`src/rtl/wb_arbiter_scalar.sv`:
```
// rtl/wb_arbiter_scalar.sv - writeback arbiter for the scalar register file write port
//
// wb_arbiter_scalar_fifo : small result buffer with a valid/ready stream on each side
//   in_tvalid/in_tready/in_tdata    : push side; transfer when both valid and ready at posedge
//   out_tvalid/out_tready/out_tdata : pop side; out_tdata is the head entry
//
// wb_arbiter_scalar : merges ALU and memory results onto one register-file write port
//   clk, rst                       : clock, asynchronous active-high reset
//   alu_valid/alu_rd/alu_data      : single-cycle ALU result, always accepted
//   ld_issue/ld_issue_rd           : load issued this cycle, marks its rd pending
//   mem_valid/mem_rd/mem_data      : memory result offered
//   mem_ready                      : buffer has room (registered count only)
//   wre/a3/wd3                     : registered register-file write port
//   busy                           : pending-load scoreboard, one bit per register
//   sb_err                         : sticky scoreboard error

module wb_arbiter_scalar_fifo #(
  parameter int W     = 20,
  parameter int DEPTH = 2
) (
  input  logic         clk,
  input  logic         rst,
  input  logic         in_tvalid,
  output logic         in_tready,
  input  logic [W-1:0] in_tdata,
  output logic         out_tvalid,
  input  logic         out_tready,
  output logic [W-1:0] out_tdata
);

  localparam int PTR_W = $clog2(DEPTH);
  localparam int CNT_W = PTR_W + 1;

  logic [PTR_W-1:0] wr_ptr_q, wr_ptr_d;
  logic [PTR_W-1:0] rd_ptr_q, rd_ptr_d;
  logic [CNT_W-1:0] count_q, count_d;
  logic [W-1:0]     mem_q [DEPTH];
  logic [W-1:0]     mem_d [DEPTH];
  logic             push;
  logic             pop;

  // Status comes only from registered count, so ready/valid never depend
  // combinationally on the opposite side of the buffer.
  assign in_tready  = (count_q < CNT_W'(DEPTH));
  assign out_tvalid = (count_q != '0);
  assign out_tdata  = mem_q[rd_ptr_q];

  assign push = in_tvalid && in_tready;
  assign pop  = out_tvalid && out_tready;

  always_comb begin
    mem_d    = mem_q;
    wr_ptr_d = wr_ptr_q;
    rd_ptr_d = rd_ptr_q;
    count_d  = count_q;
    if (push) begin
      mem_d[wr_ptr_q] = in_tdata;
      // DEPTH is a power of two, so the natural pointer overflow is the wrap.
      wr_ptr_d = wr_ptr_q + PTR_W'(1);
    end
    if (pop) begin
      rd_ptr_d = rd_ptr_q + PTR_W'(1);
    end
    case ({push, pop})
      2'b10:   count_d = count_q + CNT_W'(1);
      2'b01:   count_d = count_q - CNT_W'(1);
      default: count_d = count_q;
    endcase
  end

  always_ff @(posedge clk or posedge rst) begin
    if (rst) begin
      wr_ptr_q <= '0;
      rd_ptr_q <= '0;
      count_q  <= '0;
      for (int i = 0; i < DEPTH; i++) begin
        mem_q[i] <= '0;
      end
    end else begin
      wr_ptr_q <= wr_ptr_d;
      rd_ptr_q <= rd_ptr_d;
      count_q  <= count_d;
      mem_q    <= mem_d;
    end
  end

endmodule

module wb_arbiter_scalar #(
  parameter int DATA_W     = 16,
  parameter int ADDR_W     = 4,
  parameter int FIFO_DEPTH = 2
) (
  input  logic                     clk,
  input  logic                     rst,
  input  logic                     alu_valid,
  input  logic [ADDR_W-1:0]        alu_rd,
  input  logic [DATA_W-1:0]        alu_data,
  input  logic                     ld_issue,
  input  logic [ADDR_W-1:0]        ld_issue_rd,
  input  logic                     mem_valid,
  input  logic [ADDR_W-1:0]        mem_rd,
  input  logic [DATA_W-1:0]        mem_data,
  output logic                     mem_ready,
  output logic                     wre,
  output logic [ADDR_W-1:0]        a3,
  output logic [DATA_W-1:0]        wd3,
  output logic [(1<<ADDR_W)-1:0]   busy,
  output logic                     sb_err
);

  localparam int SB_W = 1 << ADDR_W;
  localparam int EW   = ADDR_W + DATA_W;

  logic              wre_q, wre_d;
  logic [ADDR_W-1:0] a3_q, a3_d;
  logic [DATA_W-1:0] wd3_q, wd3_d;
  logic [SB_W-1:0]   busy_q, busy_d;
  logic              sb_err_q, sb_err_d;

  logic              head_valid;
  logic [EW-1:0]     head;
  logic [ADDR_W-1:0] head_rd;
  logic [DATA_W-1:0] head_data;
  logic              pop;
  logic [SB_W-1:0]   set_vec;
  logic [SB_W-1:0]   clr_vec;
  logic              err_reissue;
  logic              err_orphan;

  // The ALU path cannot stall, so the buffer only drains on cycles without
  // an ALU result; that is the whole priority scheme.
  wb_arbiter_scalar_fifo #(
    .W     (EW),
    .DEPTH (FIFO_DEPTH)
  ) u_mem_fifo (
    .clk        (clk),
    .rst        (rst),
    .in_tvalid  (mem_valid),
    .in_tready  (mem_ready),
    .in_tdata   ({mem_rd, mem_data}),
    .out_tvalid (head_valid),
    .out_tready (!alu_valid),
    .out_tdata  (head)
  );

  assign head_rd   = head[EW-1 -: ADDR_W];
  assign head_data = head[DATA_W-1:0];
  assign pop       = head_valid && !alu_valid;

  assign set_vec = ld_issue ? (SB_W'(1) << ld_issue_rd) : '0;
  assign clr_vec = pop      ? (SB_W'(1) << head_rd)     : '0;

  // Re-issuing to a register is fine only when its pending result retires
  // in this same cycle.
  assign err_reissue = ld_issue && busy_q[ld_issue_rd] &&
                       !(pop && (head_rd == ld_issue_rd));
  assign err_orphan  = pop && !busy_q[head_rd];

  always_comb begin
    wre_d = 1'b0;
    a3_d  = a3_q;
    wd3_d = wd3_q;
    if (alu_valid) begin
      wre_d = 1'b1;
      a3_d  = alu_rd;
      wd3_d = alu_data;
    end else if (pop) begin
      wre_d = 1'b1;
      a3_d  = head_rd;
      wd3_d = head_data;
    end
  end

  always_comb begin
    // Set applied after clear so a same-cycle set of the retiring register wins.
    busy_d   = (busy_q & ~clr_vec) | set_vec;
    sb_err_d = sb_err_q | err_reissue | err_orphan;
  end

  always_ff @(posedge clk or posedge rst) begin
    if (rst) begin
      wre_q    <= 1'b0;
      a3_q     <= '0;
      wd3_q    <= '0;
      busy_q   <= '0;
      sb_err_q <= 1'b0;
    end else begin
      wre_q    <= wre_d;
      a3_q     <= a3_d;
      wd3_q    <= wd3_d;
      busy_q   <= busy_d;
      sb_err_q <= sb_err_d;
    end
  end

  assign wre    = wre_q;
  assign a3     = a3_q;
  assign wd3    = wd3_q;
  assign busy   = busy_q;
  assign sb_err = sb_err_q;

endmodule

```
`config.mk`:
```
export PLATFORM = sky130hd
export DESIGN_NAME = wb_arbiter_scalar
export DESIGN_NICKNAME = d
export VERILOG_FILES = /design/src/rtl/wb_arbiter_scalar.sv
export SDC_FILE = /design/constraint.sdc
export NUM_CORES = 1
export LEC_CHECK = 0
export BUFFER_PORTS_ARGS = -buffer_cell sky130_fd_sc_hd__buf_2
export CELL_PAD_IN_SITES_DETAIL_PLACEMENT = 1
export CELL_PAD_IN_SITES_GLOBAL_PLACEMENT = 1
export CORE_MARGIN = 3
export CORE_UTILIZATION = 42
export DETAILED_ROUTE_END_ITERATION = 8
export GPL_ROUTABILITY_DRIVEN = 0
export PLACE_DENSITY = 0.84
export REMOVE_ABC_BUFFERS = 1
export SYNTH_ARGS = -nofsm -noshare
export SYNTH_HDL_FRONTEND = slang
export SYNTH_SLANG_ARGS = --single-unit
```
`constraint.sdc`:
```
create_clock -name clk -period 2.7 [get_ports clk]
set_input_delay 0.135 -clock clk [delete_from_list [all_inputs] [get_ports clk]]
set_output_delay 0.135 -clock clk [all_outputs]
set_load 0.01 [all_outputs]
```
==> metrics.txt, run 1 <==
Worst Hold Class primary input to flip-flop; Setup Skew about 4 ps; site row count 34; Main synth FF type dfrtp_1; leak pwr about 2.2 nW; All-Layer GR Usage around 22%; sw power between 2 and 2.5 mW; sequence of cells on the critical path mux2i_4, mux2i_1, o2111ai_2, o211ai_1, a221o_1; DRT iter0 DRCs around 160; Horiz. Die Dim slightly above 100 um; combinational group share of total power around 44%; Worst-Margin Slew 585 ps; fin util between 50% and 60%; Port Buf Inserts between 80 and 90; # clock sinks a little over 80; clock power share around 16%; Synth Area in Compound Gates about an eighth; DRC Markers 0; CP Max Fanout 19; fin crit period 2150 ps; largest family of logic cells by synthesized area multiplexers; DR vias/cell ~5.7; Crit-path slowest cell dfrtp_2; dominant cells by area after synthesis dfrtp_1, mux2_2, mux2i_1; CTS H-Tree Depth 3; first-pass GRT wire length roughly 18 mm; Cells after Synth about 360; RSZ-0062 raised after global routing false; post-synth top area share about half; setup TNS 0 ps; clk_lat worst skew 350 ps; antenna violations before repair 0; Rel. slew slack about three fifths; share of layout cells above drive strength 1 a little over a third; most common cell after layout, fill and taps aside buf_2; XOR/XNOR share of the synthesized area under 10%; Netlist Area Pre-Place a little under 4000 um2; Register-to-Register Path Depth 5; final setup fails 0; final critical-path share of the clock period about 80%; CTS max path bufs 2; fillers just over 1000; Pre-antenna DRT Iters 4; Arr. time, crit path between 2000 and 2500 ps; largest stage delay on the critical path 680 ps; TritonCTS Buffers 9; Adder-Cell Fraction of Synth Area less than 1%; hold path depth 3; pin count of the biggest net entering global routing between 40 and 50; asr flop ratio synth between 90% and 100%; status completed; synthesis-to-layout area growth 23.5%; vias approximately 3300; Nets roughly 500; DP Wirelength approximately 8.1 mm; max cap viols 0; IO Pins just under 90; number of global-route vias before repair 3490; height of the chip 103 um; Sw Ratio roughly two fifths; ANT nets after route 0; WL/cell just under 20 um; most frequent cells in the layout buf_2, dfrtp_1, mux2_2; Placeable Area between 8000 and 9000 um2; remaining global-route overflow 0; TritonCTS clock tree done; CP Data Required Time between 2000 and 3000 ps; startpoint types flip-flop; internal power 3.54 mW; Pwr Total 5.94 mW; nature of the critical path endpoint flip-flop; sequential area share after synthesis between 50% and 60%; Ys Warns 0; n_diodes 0; syn avg cell area around 11 um2; FF+latch count, synth 82; total count of hold-check failures in the final report 0; simple-gate share of the synthesized area approximately a tenth; pwr/cell area between 1000 and 1500 nW/um2; worst vdd ir a little over 0.0005 V; CTS clk-pin slew, worst paths 80 ps; DRT Wirelength roughly 11 mm; Flop pwr share between 30% and 40%; die area roughly 11000 um2; Multi-input gate area roughly 1800 um2; critical path type flip-flop to flip-flop; Highest Clock Rate approximately 460 MHz; Max Slew Vio Count 0; Yosys top cell by area dfrtp_1; Netlist cell types 39; Initial Util 44.3%; Post-synth EDFFs 0; FF/Latch Area 2050 um2; CTS Root Buffer Type clkbuf_8; post-synthesis mux area share 21.2%
-- sequential cells by signal, indices dropped and copies added (netlist names) --
| name | count |
|---|---|
| u_mem_fifo.count_q | 2 |
| u_mem_fifo.wr_ptr_q | 1 |
| sb_err | 1 |
| u_mem_fifo.mem_q | 40 |
| busy | 16 |
| wre | 1 |
| u_mem_fifo.rd_ptr_q | 1 |
| a3 | 4 |
| wd3 | 16 |
-- power by group through the flow --
stage	sequential [mW]	combinational (mW)	clock, mW
after floorplan	2.36	1.65	0
after global placement	2.33	2.45	0
after detailed placement	2.39	2.60	0
after CTS	2.37	2.65	0.960
final	2.37	2.63	0.943
after global routing	2.45	2.91	1.02
-- worst max-delay path, delay by kind of cell, from the launching register on --
kind	cells	cell delay (ps)
flops	1	680
compound gates	3	690
mux	2	660
-- worst paths after layout --
check / startpoint / endpoint / slack (ps)
min in group asynchronous: rst / busy[13] / 360
max in group asynchronous: rst / a3[0] / 1670
setup / recovery: u_mem_fifo.rd_ptr_q / sb_err / 550
setup reg to reg: u_mem_fifo.rd_ptr_q / sb_err / 550
hold / removal: alu_data[2] / wd3[2] / 10
hold reg to reg: u_mem_fifo.mem_q[7] / u_mem_fifo.mem_q[7] / 510
-- area by class of cell --
cell class | instances | area share [%]
clock inverters | 5 | 1.25
flip-flops and latches | 82 | 42.0
inverters | 6 | 0.486
clock buffers | 11 | 3.10
multi-input cells | 250 | 36.6
repair buffers | 113 | 13.8
well taps | 108 | 2.76
-- synth_stat cells, drive strengths merged (2+ instances only) --
cell	number
a21oi	17
a31oi	2
and3b	2
buf	7
clkbuf	13
dfrtp	82
inv	6
mux2	42
mux2i	25
mux4	4
nand2	30
nand2b	6
nand3	4
nand3b	2
nor2	27
nor3	2
nor3b	2
o211ai	3
o21ai	59
or2	2
or3	2
xnor2	8
-- layer usage --
metal  vias to the layer above  track usage, %  part of all wire [%]
li1                       1476               -                     -
met1                      1667            27.7                    41
met2                       101            39.0                    52
met3                        26            4.06                   5.5
met4                         0            7.97                   1.9
met5                         -               0                     0
-- through the flow --
stage	worst slack, ps	hold WS (ps)	area [um2]	instances
3_3_place_gp	719	201	4500	541
5_1_grt	453	9.65	4890	575
6_report	547	9.51	4890	575
3_5_place_dp	618	213	4500	541
4_1_cts	576	5.49	4890	575
2_1_floorplan	207	227	3860	338
-- cell families after synthesis --
kind of cell / Yosys count
AO/OA/AOI/OAI: 87
XOR/XNOR: 9
adder cells (fa/ha/maj): 1
buffers and inverters: 26
flip-flops: 82
multiplexers: 71
AND/OR/NAND/NOR: 82
-- repair_timing --
action                                 CTS  global route
endpoints found under the hold margin   47             0
hold buffers                            18             0
setup buffers                            0             0
gates resized for setup                  0             0
Note: power is estimated with default switching activity, not from simulation.
==> run 2: changes to the inputs <==
Settings changed: CORE_UTILIZATION 42 to 38, PLACE_DENSITY 0.84 to 0.81.
Clock period 2.7 ns to 1.9 ns, I/O delays scaled along.
==> run 2 against run 1 <==
Register-to-register slack worse by 470 ps. Non-clock buffer count rose by 32. Critical path depth is 1 higher. Clock power increased by 36%. Sequential power is 40% higher. Hold slack worse by 2.2 ps. Clock skew grew 1.9 ps. Flip-flop and latch count unchanged. Worst setup slack got worse by 470 ps. Critical endpoint unchanged. Largest cell class unchanged. Highest routed layer unchanged.
==> metrics.txt, run 2 (synthesized netlist as in run 1, its figures left out) <==
status completed; DRT Wirelength roughly 12 mm; Worst-Margin Slew 529 ps; TritonCTS Buffers 9; pin count of the biggest net entering global routing 43; CP Max Fanout 7; Rel. slew slack between 60% and 70%; worst vdd ir between 0.0007 and 0.0008 V; Placeable Area roughly 10000 um2; Initial Util 39.8%; Worst Hold Class primary input to flip-flop; Setup Skew between 5 and 6 ps; height of the chip ~110 um; startpoint types flip-flop; fillers 1089; share of layout cells above drive strength 1 approximately 36%; Biggest register u_mem_fifo.mem_q; Cells after DPL 576; DRT iter0 DRCs about 160; DRC Markers 0; clk_lat worst skew roughly 350 ps; TritonCTS clock tree done; n_diodes 0; DR vias/cell around 5.3; die area ~12000 um2; CP Data Required Time about 2100 ps; final setup fails 0; # clock sinks just over 80; first-pass GRT wire length approximately 19 mm; pwr/cell area about 1700 nW/um2; most common cell after layout, fill and taps aside buf_2; Non-Filler Instances 630; synthesis-to-layout area growth 32.0%; RSZ-0062 raised after global routing true; All-Layer GR Usage between 20 and 25%; leak pwr about 2.4 nW; final critical-path share of the clock period between 90% and 100%; max cap viols 0; setup slack after layout around 82 ps; CTS clk-pin slew, worst paths ~80 ps; vias between 3000 and 4000; CTS H-Tree Depth 3; most frequent cells in the layout buf_2, dfrtp_1, mux2_2; fin crit period between 1500 and 2000 ps; pre-CTS setup slack approximately 39 ps; CP startpoint u_mem_fifo.rd_ptr_q; Max Slew Vio Count 0; total count of hold-check failures in the final report 0; Nets roughly 540; Largest register FFs 40; CTS Root Buffer Type clkbuf_8; nature of the critical path endpoint flip-flop; critical path type flip-flop to flip-flop; CTS max path bufs 2; WL/cell around 18 um; Pre-antenna DRT Iters 4; DP Wirelength 7.93 mm; number of global-route vias before repair 3697; remaining global-route overflow 0; IO Pins around 90; Horiz. Die Dim between 100 and 150 um; Port Buf Inserts 87; site row count 36; ANT nets after route 0; reg2reg start u_mem_fifo.rd_ptr_q; antenna violations before repair 0; Arr. time, crit path slightly above 2000 ps; Highest Clock Rate about 550 MHz; hold path startpoint mem_data[14]
[run 2: cell count changes in the layout (fill, tap and decap cells not counted)]
cell,previous run,this run
nor3b_1,1,0
inv_6,1,0
buf_4,8,18
clkinvlp_4,3,1
clkbuf_1,0,1
dfrtp_1,81,80
dlygate4sd3_1,18,37
dfrtp_2,1,2
buf_6,0,1
nor3b_2,1,2
buf_12,0,2
[run 2: path summary, 6_finish.rpt]
path	to	slack (ps)	cells past startpoint
setup reg to reg	sb_err	80	6
min in group asynchronous	wd3[1]	280	3
hold / removal	u_mem_fifo.mem_q[14]	7	2
setup / recovery	sb_err	80	6
hold reg to reg	u_mem_fifo.mem_q[27]	510	1
max in group asynchronous	u_mem_fifo.rd_ptr_q	1020	4
[run 2: per-stage QoR]
stage	cell area, um2	utilization, %	hold WS (ps)	total power [mW]	setup TNS [ps]
after floorplan	3860	-	187	5.69	-36290
after global placement	4630	46.5	115	7.02	0
after detailed placement	4630	46.5	123	7.24	0
after CTS	5200	52.2	4.44	8.66	0
after global routing	5220	52.5	4.97	9.30	-142
final	5220	52.5	7.34	8.71	0
[run 2: what timing repair did]
action | in CTS | in global routing
pin swaps | 0 | 0
gates cloned | 0 | 0
buffers inserted | 2 | 1
gates resized for setup | 1 | 2
endpoints found under the setup margin | 1 | 13
hold endpoints to repair | 69 | 1
hold buffers | 36 | 1
[run 2: layout make-up]
type | instances | area [um2] | area share [%]
Clock buffer | 12 | 155 | 2.97
Clock inverter | 2 | 37.5 | 0.719
Inverter | 6 | 23.8 | 0.455
Multi-Input combinational cell | 250 | 1790 | 34.3
Sequential cell | 82 | 2050 | 39.3
Tap cell | 133 | 166 | 3.19
Timing Repair Buffer | 145 | 992 | 19.0
[run 2: power by group]
| part | internal [mW] | total (mW) | switching, mW |
|---|---|---|---|
| registers | 2.58 | 3.31 | 0.723 |
| logic | 2.02 | 4.12 | 2.10 |
| clock network | 0.667 | 1.28 | 0.618 |
[run 2: worst max-delay path: stages, from the launching register on]
cell      delay (ps)
dfrtp_2          490
mux2i_4          370
buf_4            200
mux2i_1           80
nor2_1           120
o211ai_1         120
a221o_1          320
[run 2: metal layers]
metal	wire (um)	global-route usage, %	vias to the layer above
met5	0	0	-
met4	171	5.50	0
met3	461	3.58	17
met2	5900	35.8	96
met1	5070	26.3	1685
li1	-	-	1534
